<file path="src/rtl/reg_wb_queue.sv">
// Writeback queue for one register-file write port: buffers execution results,
// drains them in order into reg_file, and offers a forwarding lookup over pending writes.
module reg_wb_queue #(
  parameter int DATA_W = 32,
  parameter int ADDR_W = 5,
  parameter int DEPTH  = 4
) (
  input  logic                     clk,
  input  logic                     reset,
  input  logic                     in_valid,
  output logic                     in_ready,
  input  logic [ADDR_W-1:0]        in_addr,
  input  logic [DATA_W-1:0]        in_data,
  input  logic                     hold,
  output logic                     wr_en,
  output logic [ADDR_W-1:0]        wr_addr,
  output logic [DATA_W-1:0]        wr_data,
  input  logic [ADDR_W-1:0]        query_addr,
  output logic                     query_hit,
  output logic [DATA_W-1:0]        query_data,
  output logic [$clog2(DEPTH):0]   count
);
  localparam int PTR_W = $clog2(DEPTH);
  localparam int CNT_W = PTR_W + 1;

  typedef struct packed {
    logic [ADDR_W-1:0] addr;
    logic [DATA_W-1:0] data;
  } entry_t;

  entry_t             ent_q [DEPTH];
  logic [DEPTH-1:0]   vld_q, vld_d;
  logic [PTR_W-1:0]   rd_ptr_q, rd_ptr_d, wr_ptr_q, wr_ptr_d;
  logic [CNT_W-1:0]   count_q, count_d;
  logic               full, empty, push, pop;
  logic [PTR_W-1:0]   idx;

  always_comb begin
    full     = (count_q == CNT_W'(DEPTH));
    empty    = (count_q == '0);
    in_ready = !full && !reset;
    wr_en    = !empty && !hold && !reset;
    push     = in_valid && in_ready;
    pop      = wr_en;
    wr_addr  = empty ? '0 : ent_q[rd_ptr_q].addr;
    wr_data  = empty ? '0 : ent_q[rd_ptr_q].data;
    count    = count_q;
  end

  always_comb begin
    rd_ptr_d = rd_ptr_q + PTR_W'(pop);
    wr_ptr_d = wr_ptr_q + PTR_W'(push);
    count_d  = count_q + CNT_W'(push) - CNT_W'(pop);
    vld_d    = vld_q;
    if (pop)  vld_d[rd_ptr_q] = 1'b0;
    if (push) vld_d[wr_ptr_q] = 1'b1;
  end

  // Walk oldest to youngest so the last match wins; the incoming push is younger still.
  always_comb begin
    query_hit  = 1'b0;
    query_data = '0;
    idx        = '0;
    if (!reset) begin
      for (int k = 0; k < DEPTH; k++) begin
        idx = rd_ptr_q + PTR_W'(k);
        if (vld_q[idx] && ent_q[idx].addr == query_addr) begin
          query_hit  = 1'b1;
          query_data = ent_q[idx].data;
        end
      end
      if (push && in_addr == query_addr) begin
        query_hit  = 1'b1;
        query_data = in_data;
      end
    end
  end

  always_ff @(posedge clk) begin
    if (reset) begin
      rd_ptr_q <= '0;
      wr_ptr_q <= '0;
      count_q  <= '0;
      vld_q    <= '0;
    end else begin
      rd_ptr_q <= rd_ptr_d;
      wr_ptr_q <= wr_ptr_d;
      count_q  <= count_d;
      vld_q    <= vld_d;
    end
  end

  // Payload storage is not reset; valid bits gate every use of it.
  always_ff @(posedge clk) begin
    if (push) ent_q[wr_ptr_q] <= '{addr: in_addr, data: in_data};
  end
endmodule
</file>
<file path="config.mk">
export PLATFORM = sky130hd
export DESIGN_NAME = reg_wb_queue
export DESIGN_NICKNAME = d
export VERILOG_FILES = /design/src/rtl/reg_wb_queue.sv
export SDC_FILE = /design/constraint.sdc
export NUM_CORES = 1
export LEC_CHECK = 0
export CORE_MARGIN = 8
export CORE_UTILIZATION = 45
export DETAILED_ROUTE_END_ITERATION = 16
export GPL_ROUTABILITY_DRIVEN = 0
export PLACE_DENSITY = 0.7
export SYNTH_ARGS = -nofsm -noshare
export SYNTH_HDL_FRONTEND = slang
export SYNTH_SLANG_ARGS = --single-unit
</file>
<file path="constraint.sdc">
create_clock -name clk -period 5.25 [get_ports clk]
set_input_delay 1.05 -clock clk [delete_from_list [all_inputs] [get_ports clk]]
set_output_delay 1.05 -clock clk [all_outputs]
set_load 0.05 [all_outputs]
</file>
# Word level (Yosys, flattened, before mapping)
# Memory sizes are Yosys's and may differ from the RTL's. A register that Yosys moved wholly into a read port is not among the register bits.
# Cells that the tools add are included.
# W data, S select, Z words.
[totals]
reg_bits = 11
inputBits = 46
mem_count = 1
elab_cells = 75
output_inout_bits = 75
ram_bits = 148
[classes]
n_reduce_logical = 16
eq_ne = 6
magnitude_cmp = 7
n_mux = 31
add_sub_neg = 7
n_bitwise = 3
[mem_list]
columns = ["name", "words", "word_bits", "read_ports", "rd_ports_with_merged_regs", "write_ports", "line_no", "source"]
rows = [
  ["ent_q", 4, 37, 4, 1, 1, "31", "entry_t ent_q [DEPTH];"],
]
[ops]
columns = ["op", "n"]
rows = [
  ["$mux W32", 7],
  ["$eq A5 B5 Y1", 5],
  ["$lt A2 B3 Y1 const B", 5],
  ["$mux W1", 14],
  ["$logic_and A1 B1 Y1", 11],
  ["$bmux W1 S2", 4],
  ["$mux W4", 2],
  ["$mux W5", 1],
  ["$add A2 B1 Y2", 2],
  ["$add A2 B2 Y2 const B", 2],
  ["$and A4 B4 Y4", 1],
  ["$demux W1 S2", 2],
  ["$ge A2 B1 Y1 const B", 2],
  ["$logic_not A1 Y1", 4],
  ["$not A4 Y4", 1],
  ["$or A4 B4 Y4", 1],
  ["$add A3 B1 Y3", 1],
  ["$eq A3 B3 Y1 const B", 1],
  ["$logic_not A3 Y1", 1],
  ["$sub A3 B1 Y3", 1],
  ["$add A2 B1 Y2 const B", 1],
  ["$mux W2", 1],
]

# Logic depth before layout (Yosys ltp)
# Gate-level depths: netlist (run 1).
[depth]
word_depth = 9
mapped_depth = 16
ltp_nobuf = 11

# Worst setup path after synthesis (run 1)
# OpenSTA, ideal clock, no wires.
[synth_path]
path_type = "register -> output"
start = "register rd_ptr_q[1]"
end = "output query_data[14]"
arrival_ns = 4.582
path_buffers = 7
slack_ns = -0.382
stages_incl_launch_ff = 16
required_ns = 4.200
path_cell_list = "dfxtp_1 -> buf_4 -> buf_4 -> buf_2 -> buf_2 -> buf_2 -> inv_1 -> ha_1 -> buf_6 -> mux4_2 -> xnor2_1 -> o211ai_2 -> clkbuf_1 -> nor3b_1 -> a211oi_1 -> o31ai_1"
[synth_via]
elab_chain_len = 9
word_cells_on_any_way = 25
classes_between = "add/sub (3); eq/ne (3); mux (14); reduce/logical (4); memory (1)"
[synth_lines]
columns = ["element", "line_no", "source"]
rows = [
  ["start: declaration", "33", "logic [PTR_W-1:0] rd_ptr_q, rd_ptr_d, wr_ptr_q, wr_ptr_d;"],
  ["start signal: assignment", "86", "rd_ptr_q <= rd_ptr_d;"],
  ["$add A2 B1 Y2 / $bmux W1 S2 (equally long branches)", "66, 67", ""],
  ["$mem_v2 Z4 W37, or another cell as far along", "-", ""],
  ["$eq A5 B5 Y1, or another cell as far along", "67", "if (vld_q[idx] && ent_q[idx].addr == query_addr) begin"],
  ["$logic_and A1 B1 Y1 / $mux W32 (equally long branches)", "67", ""],
  ["$mux W32 (2 in series)", "67", ""],
  ["$mux W32 (*)", "67", ""],
  ["$mux W32 (*)", "72", "if (push && in_addr == query_addr) begin"],
  ["$mux W32 (*)", "64", "if (!reset) begin"],
  ["end: declaration", "20", "output logic [DATA_W-1:0] query_data,"],
]
# Mark *: on every way between the ends. The rest lies on a longest branch, timed or not. The select of a mux whose other input is x is not followed.

# Worst setup path after layout (run 1)
[layout_path]
start = "register rd_ptr_q[1]"
end = "output query_data[17]"
# The elaborated chain is that of the path after synthesis.

==> results of run 1 <==
[registers in the layout, indices dropped and copies added (netlist names)]
| signal | flops |
|---|---|
| count | 3 |
| ent_q | 148 |
| rd_ptr_q | 2 |
| vld_q | 4 |
| wr_ptr_q | 2 |
[synth_stat cells, types with 3 or more instances]
cell type  instances  area share [%]
nand3_1            5            0.23
buf_4              8            0.55
a211oi_2          30             3.5
o31ai_2           30             3.5
buf_6              3            0.31
nand2_1           40             1.4
ha_1               8            0.92
mux2i_1           17             1.6
inv_1              5            0.17
mux2_2             3            0.31
a211oi_1           3            0.21
nor2b_1           40             2.3
mux4_2           135              28
mux4_1             5             1.2
nor3_1             6            0.28
dfxtp_1           11             2.0
xor2_1             9            0.73
edfxtp_1         148              41
a21oi_1            5            0.23
nor3b_1           33             2.3
o22ai_1           32             1.8
clkbuf_1          27            0.93
buf_2             26             1.2
nor2_1            12            0.41
xnor2_1           30             2.4
buf_12             3            0.55
[logic make-up after synthesis]
kind of cell / synth area share (%)
AO/OA/AOI/OAI: 10.3
XOR/XNOR: 3.14
adder cells (fa/ha/maj): 1.11
buffers and inverters: 3.82
flip-flops: 42.9
multiplexers: 31.1
AND/OR/NAND/NOR: 7.66
[worst max-delay path, stage by stage (launching register included)]
cell and delay, ps:
dfxtp_4 530, inv_1 160, ha_4 530, mux2i_1 310, xnor2_1 140, a2111oi_2 510
o211ai_4 150, nand2b_2 110, buf_4 280, o22ai_1 130, o31ai_2 420, buf_12 200
[per-stage QoR]
stage	setup WS [ps]	utilization [%]	std cells	power (µW)
global placement	448	53.1	1104	3530
CTS	82.7	55.7	1136	4920
floorplan	1.01	-	698	2980
finish	281	55.8	1137	4890
global route	164	55.8	1137	5080
detailed placement	341	53.1	1104	3570
[area by class of cell]
type,count,area (µm²)
Tap cell,324,405
Timing Repair Buffer,152,1790
Inverter,6,22.5
Sequential cell,159,4670
Fill cell,1907,10600
Clock buffer,19,433
Multi-Input combinational cell,464,5890
Clock inverter,13,211
[final timing paths]
check                                 endpoint  slack [ps]  cells after the start
worst max-delay path            query_data[17]         280                     11
worst min-delay path                  vld_q[2]         560                      2
worst max register to register        count[2]        2740                     11
worst min register to register        vld_q[2]         560                      2
[what timing repair did]
item | in CTS | in global routing
endpoints found under the setup margin | 0 | 7
buffers inserted | 0 | 1
resized for setup | 0 | 1
[routing by layer]
metal / GRT usage [%] / part of all wire, % / vias to the layer above
met5: 0 / 0 / -
met1: 25.0 / 39 / 3876
li1: - / - / 3117
met3: 3.56 / 6.9 / 52
met2: 34.9 / 52 / 316
met4: 6.39 / 2.0 / 0
[report_power, final]
| group | switching, µW | total (µW) | internal, µW | leakage, µW |
|---|---|---|---|---|
| clock | 507 | 1350 | 847 | 0.000307 |
| combinational | 1200 | 2030 | 832 | 0.00220 |
| sequential | 55.4 | 1510 | 1450 | 0.00143 |
==> metrics.txt, run 1 <==
worst-skew pair later-pin latency 430 ps; Net Count, Synth 753; I/O pin count 121; worst setup path start rd_ptr_q[1]; Syn Area/Cell 15.6 µm²; CP max FO 23; post-synthesis sequential area ratio 42.9%; Final Cycle Share 94.6%; wire per inst 25.2 µm; Final ANT Viol Nets 0; power per cell area 365 nW/µm²; setup TNS 0 ps; Setup Viol. Count Final 0; drt pass-1 iters 5; post-synthesis async set-or-reset flop share 0%; largest net degree at the start of global routing 65; row cnt 57; Die Ht 171 µm; Leak 0.00394 µW; Hold Vio Cnt, Final 0; WHS 564 ps; synth warn 0; worst-case clock skew 5.95 ps; Reg-to-Reg Start count[1]; most used flip-flop cell after synthesis edfxtp_1; GRT Resource Usage Total 20.0%; initial DRC count 536; H-tree depth 4; clock slew at reported path FFs 60 ps; CTS Hold Bufs 0; Slew Viols, Final 0; element type at the critical path start flip-flop; Initial Util 45.2%; CTS root buffer clkbuf_16; total CTS buffers 17; RSZ-0062 raised after global routing false; Layout area overhead 23.5%; Antenna diodes 0; dpl hpwl 18900 µm; post-route cell area 13400 µm²; WL final 28700 µm; Gate Count Post-Synth 698; number of synthesized flops with an enable pin 148; gr ovfl total 0; Post-DP Area 12800 µm²; Critical Path RT 4200 ps; Die W 171 µm; via count 7361; Netlist Area Pre-Place 10900 µm²; WS Path Type flip-flop to output port; Residual DRC 0; CTS tree yes; HP Start vld_q[2]; Max Fclk 201 MHz; antenna violations before repair 0; Clock Sinks 159; FF+latch count, synth 159; Crit. End Element output port; max cap viols 0; status completed; Tmin final 4970 ps; Unique masters post-synth 44; Worst VDD drop 0.000258 V; commonest non-fill, non-tap cell in the layout edfxtp_1; Core Footprint 24000 µm²; Slew Limit Headroom 41.2%; DIE AREA 29400 µm²; number of vias per cell 6.47; Layout Nets 855; number of global-route vias before repair 7796; Slew @ Worst Pin 881 ps; Clock Path Buffers 2; Worst EP arrival 3920 ps; first-pass GRT wire length 44900 µm; Port Buffers 120; Worst Hold Class flip-flop to flip-flop; layout cell share with drive strength beyond 1 38.7%; commonest cells after routing, fill and taps aside 148 x edfxtp_1, 135 x mux4_2, 87 x clkdlybuf4s50_1, 40 x nor2b_1, 39 x nand2_1
Power figures use the tool's default switching activity.
==> run 2: changes to the inputs <==
CORE_MARGIN = not set   (was 8)
TNS_END_PERCENT = 20   (was not set)
==> run 2 against run 1 <==
Against the previous run:
- global-route usage grew 3.5 points
- utilization shrank 0.85 points
- clock power shrank 9.6%
- critical endpoint is now query_data[0]
- largest cell class unchanged
==> metrics.txt, run 2 (same netlist as run 1, synthesis figures left out) <==
worst-case clock skew 8.57 ps (+2.62 ps); element type at the critical path start input port; GRT Resource Usage Total 23.5% (+3.5 points); power per cell area 365 nW/µm² (+0.23%); first-pass GRT wire length 43300 µm (-3.5%); worst-skew pair later-pin latency 420 ps (about the same); status completed; setup TNS 0 ps (unchanged); WL final 28000 µm (-2.4%); Slew @ Worst Pin 996 ps (+115 ps); largest net degree at the start of global routing 63 (-3.1%); Tmin final 5100 ps (+127 ps); antenna violations before repair 1 (+1); I/O pin count 121 (unchanged); DIE AREA 24800 µm² (-16%); worst r2r path cells 11 (unchanged); Final Util 55.0% (-0.85 points); Critical Path RT 4200 ps (about the same); drt pass-1 iters 4 (-1); Layout Nets 852 (-0.35%); number of global-route vias before repair 7587 (-2.7%); Setup WS post-layout 154 ps (-127 ps); H-tree depth 4 (unchanged); dpl hpwl 17700 µm (-6.4%); clock slew at reported path FFs 60 ps (about the same); Max Fclk 196 MHz (-2.5%); number of vias per cell 6.50 (+0.37%); commonest non-fill, non-tap cell in the layout edfxtp_1; worst hold endpoint vld_q[2]; post-route cell area 12900 µm² (-3.5%); Crit. End Element output port; Slew Limit Headroom 33.6% (-7.6 points); Slew Viols, Final 0 (unchanged); WS Path Type input port to output port; CP max FO 17 (-26%); max cap viols 0 (unchanged); HP Start vld_q[2]; Final Cycle Share 97.1% (+2.4 points); Hold Vio Cnt, Final 0 (unchanged); Die W 157 µm (-8.2%); Layout area overhead 19.1%; Worst Hold Class flip-flop to flip-flop; commonest cells after routing, fill and taps aside 148 x edfxtp_1, 135 x mux4_2, 87 x clkdlybuf4s50_1, 57 x buf_4, 40 x nor2b_1; Port Buffers 120 (unchanged); DP Worst Slack 162 ps (-179 ps); RSZ-0062 raised after global routing false; Final ANT Viol Nets 0 (unchanged); Die Ht 157 µm (-8.2%); via count 7349 (-0.16%); Worst VDD drop 0.000214 V (-17%); Worst EP arrival 4050 ps (+130 ps); Residual DRC 0 (unchanged); worst flop-to-flop path endpoint count[2]; row cnt 56 (-1.8%); Clock Path Buffers 2 (unchanged); total CTS buffers 17 (unchanged); cell depth of the worst hold path 2 (unchanged); Reg-to-Reg Start count[1]; CTS tree yes; most flop-heavy register ent_q; Core Footprint 23500 µm² (-2.0%); fillcell total 1918 (+0.58%); Leak 0.00381 µW (-3.2%); gr ovfl total 0 (unchanged); flop2flop setup slack 2710 ps (-30 ps); Clock Sinks 159 (unchanged); initial DRC count 534 (-0.37%); Initial Util 46.2% (+0.94 points); layout cell share with drive strength beyond 1 38.1% (-0.60 points); wire per inst 24.8 µm (-1.9%); Post-DP Area 12400 µm² (-3.1%); Largest register FFs 148 (unchanged); CTS Hold Bufs 0 (unchanged); Setup Viol. Count Final 0 (unchanged); CTS root buffer clkbuf_16
-- run 2: cell count changes in the layout (fill, tap and decap cells not counted), sizes merged, moves of 2 or more --
cell    previous run  this run
buf               65        62
bufinv             5         3
clkinv             4         6
diode              0         2
inv                8         6
-- run 2: where the power goes --
group	switching [µW]	internal (µW)	leakage (µW)
Combinational	1190	816	0.00210
Sequential	52.7	1450	0.00143
Clock	480	742	0.000275
Total	1720	3010	0.00381
-- run 2: worst max path at each step --
stage                       start              to  slack, ps
floorplan             rd_ptr_q[1]  query_data[31]       -170
global placement    query_addr[1]  query_data[29]        290
detailed placement  query_addr[1]   query_data[0]        160
CTS                 query_addr[1]   query_data[0]        170
global route        query_addr[1]  query_data[29]         40
finish              query_addr[1]   query_data[0]        150
-- run 2: metrics by stage --
step	hold WS (ps)	std cells	power [µW]
finish	574	1131	4730
global route	619	1130	4920
CTS	576	1129	4770
detailed placement	564	1097	3550
global placement	551	1097	3510
floorplan	512	698	2980
-- run 2: critical path, cell delays in order --
cell and delay [ps]:
clkdlybuf4s50_1 730, xnor2_1 190, nand3_1 140, a2111oi_2 520, o211ai_4 260, nand2b_2 180, buf_4 300, o22ai_1 140
o31ai_2 270, buf_4 260
-- run 2: layer usage --
layer  routed length [µm]  part of all wire (%)  GRT usage (%)
met5                    0                     0              0
met4                  393                   1.4           7.07
met3                 1900                   6.8           3.58
met2                14400                    52           39.7
met1                11300                    40           31.4
-- run 2: area by class of cell --
cell class	count	area, µm²	area share (%)
flip-flops and latches	159	4670	36.1
repair buffers	149	1390	10.7
multi-input cells	464	5880	45.4
well taps	319	399	3.08
diodes	2	5.00	0.0387
clock buffers	20	437	3.37
clock inverters	12	144	1.11
inverters	6	22.5	0.174
-- run 2: timing repair --
item                                    4_1_cts  5_1_grt
gates resized for setup                       0        1
setup buffers                                 0        0
endpoints found under the setup margin        0        4
hold endpoints to repair                      0        0
==> run 3: changes to the inputs <==
ABC_AREA = 1   (was not set)
CORE_ASPECT_RATIO = 1.75   (was not set)
CORE_UTILIZATION = 58   (was 45)
PLACE_DENSITY = 0.86   (was 0.7)
==> run 3 against run 2 <==
Against the previous run:
- critical path depth grew 4
- die area shrank 23%
- sequential power is essentially flat
- highest routed layer unchanged
==> metrics.txt, run 3 <==
status completed; gr ovfl total 0 (unchanged); Worst VDD drop 0.000252 V (+18%); Hold Vio Cnt, Final 0 (unchanged); Port Buffers 120 (unchanged); slowest stage cell, crit path nand3_2; wire per inst 17.1 µm (-31%); clock slew at reported path FFs 70 ps (about the same); Finished Layout Cells 1776 (+57%); setup TNS 0 ps (unchanged); element type at the critical path start flip-flop; most frequent cells after synthesis 451 x nand2_1, 211 x o21ai_0, 184 x nor2_1, 148 x edfxtp_1, 91 x inv_1; Core Footprint 18100 µm² (-23%); Max Fclk 200 MHz (+1.8%); number of synthesized flops with an enable pin 148 (unchanged); synth warn 0 (unchanged); slowest stage delay, CP 550 ps (-180 ps); via count 10.5k (+43%); post-synthesis sequential area ratio 43.4% (+0.51 points); Clock Sinks 159 (unchanged); synth top area cells edfxtp_1 41%, nand2_1 16%, o21ai_0 9.8%, nor2_1 6.4%, nand3_1 4.2%; Gate Count Post-Synth 1463 (+110%); Leak 0.00513 µW (+34%); Layout Nets 1584 (+86%); worst r2r path cells 11 (unchanged); Antenna diodes 0 (-2); Unique masters post-synth 31 (-30%); most flop-heavy register ent_q; Slew Viols, Final 0 (unchanged); Largest register FFs 148 (unchanged); Critical Path RT 4200 ps (about the same); Final ANT Viol Nets 0 (unchanged); commonest cells after routing, fill and taps aside 451 x nand2_1, 211 x o21ai_0, 184 x nor2_1, 148 x edfxtp_1, 91 x inv_1; dpl hpwl 18900 µm (+6.3%); number of vias per cell 5.92 (-8.9%); worst-case clock skew 13.5 ps (+4.96 ps); Yosys top cell by area edfxtp_1; CTS tree yes; Initial Util 59.5% (+13 points); Die W 105 µm (-33%); cell depth of the worst hold path 2 (unchanged); worst-skew pair later-pin latency 440 ps (+20 ps); largest net degree at the start of global routing 234 (+270%); WHS 613 ps (+38.9 ps); power per cell area 381 nW/µm² (+4.3%); RSZ-0062 raised after global routing false; Die Ht 182 µm (+16%); top cell type's share of synthesized area 41.4% (+0.49 points); Residual DRC 0 (unchanged); row cnt 65 (+16%); post-synthesis async set-or-reset flop share 0% (unchanged); Slew Limit Headroom 20.7% (-13 points); Slew @ Worst Pin 1190 ps (+193 ps); Final Cycle Share 95.3% (-1.7 points); commonest non-fill, non-tap cell in the layout nand2_1; WL final 30400 µm (+8.4%); CP dominant cell by count nand2_1; Setup Viol. Count Final 0 (unchanged); FF+latch count, synth 159 (unchanged); most used flip-flop cell after synthesis edfxtp_1; layout cell share with drive strength beyond 1 9.08% (-29 points); Worst Hold Class flip-flop to flip-flop; Syn Area/Cell 7.34 µm² (-53%); I/O pin count 121 (unchanged); initial DRC count 972 (+82%); GRT Resource Usage Total 32.6% (+9.1 points); Worst EP arrival 3950 ps (-100 ps); max cap viols 0 (unchanged); Final Util 71.6% (+17 points); WS Path Type flip-flop to output port; first-pass GRT wire length 48500 µm (+12%); Tmin final 5000 ps (-90.7 ps); DIE AREA 19100 µm² (-23%); drt pass-1 iters 7 (+3); Clock Path Buffers 2 (unchanged); Crit. End Element output port; Placed Cells 1744 (+59%); Netlist Area Pre-Place 10700 µm² (-1.2%); CP max FO 233 (+216); cell with the most instances after synthesis nand2_1; Net Count, Synth 1518 (+100%); total CTS buffers 17 (unchanged); CTS root buffer clkbuf_16; CP Cell Sequence buf_12, nand2_1, o211ai_1, nand2_1, nand2_1, nand2_1, nor2_1, nand3_2, buf_4, nor2_1, nor2_1, nand2_1, a21oi_2, buf_12; H-tree depth 4 (unchanged); Layout area overhead 20.4%; antenna violations before repair 0 (-1); number of global-route vias before repair 10.1k (+33%)
## run 3: where the power goes
group / switching (µW) / total, µW / internal, µW
Sequential: 37.0 / 1490 / 1450
Combinational: 1570 / 2250 / 679
Clock: 527 / 1190 / 660
## run 3: cell families after synthesis
logic type	synth area share, %
xor+xnor	0.734
flops	43.4
mux	2.70
fa+ha+maj	1.12
buf+inv	8.51
simple gates	27.3
compound gates	16.2
## run 3: metrics by stage
| stage | instance area, µm² | total power [µW] | setup slack [ps] |
|---|---|---|---|
| floorplan | 10700 | 3090 | -232 |
| global placement | 12400 | 3680 | 430 |
| detailed placement | 12400 | 3730 | 411 |
| CTS | 12900 | 4910 | 205 |
| global route | 12900 | 5180 | 104 |
| finish | 12900 | 4930 | 245 |
## run 3: final timing paths
kind / startpoint / to / slack [ps]
max: rd_ptr_q[0] / query_data[12] / 250
min: wr_ptr_q[1] / wr_ptr_q[1] / 610
max reg2reg: count[1] / count[2] / 2770
min reg2reg: wr_ptr_q[1] / wr_ptr_q[1] / 610
## run 3: worst max-delay path, delay by kind of cell (launching register included)
kind,cells,cell delay (ps)
flip-flops,1,380
AO/OA/AOI/OAI,2,270
buffers and inverters,3,1020
AND/OR/NAND/NOR,9,1410
## run 3: area by class of cell
| type | count | area [µm²] |
|---|---|---|
| clock inverters | 14 | 134 |
| flip-flops and latches | 159 | 4670 |
| repair buffers | 150 | 1830 |
| fillers | 1397 | 5130 |
| inverters | 94 | 359 |
| clock buffers | 18 | 429 |
| well taps | 234 | 293 |
| multi-input cells | 1107 | 5210 |
## run 3: routing by layer
metal | vias to the layer above | track usage, % | wire length (µm)
met4 | 0 | 22.1 | 1630
met5 | - | 0 | 0
met1 | 4786 | 36.6 | 10700
li1 | 4968 | - | -
met3 | 141 | 5.03 | 2610
met2 | 623 | 56.8 | 15400
## run 3: timing repair
action,4_1_cts,5_1_grt
hold buffers,0,0
gates resized for setup,0,2
endpoints found under the setup margin,0,19
setup buffers,0,0
==> variant (flow settings as in run 2) <==
`DATA_W`: 32 -> 64.
--- a/src/rtl/reg_wb_queue.sv
+++ b/src/rtl/reg_wb_queue.sv
@@ -3,3 +3,3 @@
 module reg_wb_queue #(
-  parameter int DATA_W = 32,
+  parameter int DATA_W = 64,
   parameter int ADDR_W = 5,
Interface: changed (resized in_data, query_data and wr_data); port bits go from 121 to 217. No check against the original RTL was run, so the function may have changed too.
==> variant against run 2 <==
  * Cell count increased by 65%
  * Clock skew increased by 0.0048 ns
  * Combinational power increased by 71%
  * Setup slack improved by 0.029 ns
  * Worst hold slack got worse by 0.0036 ns
  * Clock power increased by 88%
  * Cell area increased by 71%
  * Area after synthesis increased by 69%
  * Sequential cell count increased by 128
  * Total power increased by 78%
  * Global-route usage about the same
  * Wire length increased by 77%
  * Critical path type is now flip-flop to output pin
  * Largest cell class unchanged
  * Largest power group unchanged
==> variant: results (changes against run 2) <==
WL/cell = 26.5 um (was 24.8 um)
Port bufs = 216 (was 120)
Maximum vdd drop = 0.332 mV (was 0.214 mV)
Met2 WL = 24.3 mm (was 14.4 mm)
Met1 WL = 19.1 mm (was 11.3 mm)
Netlist cell types = 39 (was 44)
Multi-input combinational area share = 42.0% (was 45.4%)
Clk cell area share = 4.87% (was 4.48%)
First-pass GRT wire length = 74.3 mm (was 43.3 mm)
Flop-to-flop setup slack = 2.57 ns (was 2.71 ns)
Sequential share of cell area = 38.5% (was 36.1%)
Total CTS buffers = 34 (was 17)
DR iter-0 viols = 1261 (was 534)
Post-Synth XOR/XNOR Area = 1.95% (was 3.14%)
Post-Syn Nets = 1235 (was 753)
Crit path to = query_data[41] (was query_data[0])
Worst clock skew = 0.0133 ns (was 0.00857 ns)
Clock buf count = 45 (was 20)
Met2 Use GR = 37.4% (was 39.7%)
Post-CTS Resized = 2 (was 0)
Clock Sinks = 287 (was 159)
Share of cells above drive strength 1 = 32.3% (was 38.1%)
Bufs w/o clock = 254 (was 149)
Mux contribution to synthesized area = 34.1% (was 31.1%)
Fillers = 3204 (was 1918)
Worst Setup SP = rd_ptr_q[0] (was query_addr[1])
Clk buf depth = 3 (was 2)
Hold slack = 0.571 ns (was 0.574 ns)
Pre-CTS setup slack = 0.263 ns (was 0.162 ns)
Multi-In Gates = 730 (was 464)
Signal buf overhead = 11.5% (was 10.7%)
Arrival @ worst endpoint = 4.02 ns (was 4.05 ns)
Met3 WL = 4.92 mm (was 1.90 mm)
Post-Synth Adder-Cell Area = 0.654% (was 1.11%)
Core ar. = 40000 sq um (was 23500 sq um)
Max FO, Critical Path = 22 (was 17)
Hold Path End = vld_q[0] (was vld_q[2])
Status = complete, no violations (unchanged)
GR Layer Usage met1 = 31.8% (was 31.4%)
Max layer used = met5 (was met4)
Post-synth top cells = edfxtp_1 (276), mux4_2 (264), nand2_1 (74), nor2b_1 (72), clkbuf_1 (65) (was edfxtp_1 (148), mux4_2 (135), nand2_1 (40), nor2b_1 (40), nor3b_1 (33))
HP Start = vld_q[0] (was vld_q[2])
Top post-synthesis cells by area = edfxtp_1 (45%), mux4_2 (32%), a221oi_1 (3.1%), o221ai_1 (3.1%), nor2b_1 (2.5%) (was edfxtp_1 (41%), mux4_2 (28%), a211oi_2 (3.5%), o31ai_2 (3.5%), xnor2_1 (2.4%))
[variant: cell types whose count changed in the layout (fill, tap and decap cells not counted), sizes merged, moves of 64 or more]
cell	delta
o21ai	+64
o221ai	+64
clkdlybuf4s50	+64
mux4	+124
edfxtp	+128
a221oi	+64
[variant: worst max-delay path, stage by stage, from the launching register on]
cell and delay (ns):
dfxtp_4 0.53, inv_1 0.14, ha_4 0.44, buf_4 0.28, mux4_2 0.33, xnor2_1 0.15
o211ai_1 0.10, or4b_4 0.66, buf_12 0.24, o221ai_1 0.27, o21ai_1 0.11, buf_4 0.20
[variant: power breakdown]
part | internal (uW) | switching, uW
registers | 2620 | 92.7
logic | 1410 | 2020
clock network | 1380 | 908
[variant: metrics by stage]
stage	cells	cell area [sq um]	utilization (%)
finish	1863	22100	55.2
global route	1861	22100	55.2
CTS	1859	22000	55.1
detailed placement	1799	20900	52.3
global placement	1799	20900	52.3
floorplan	1148	18400	-
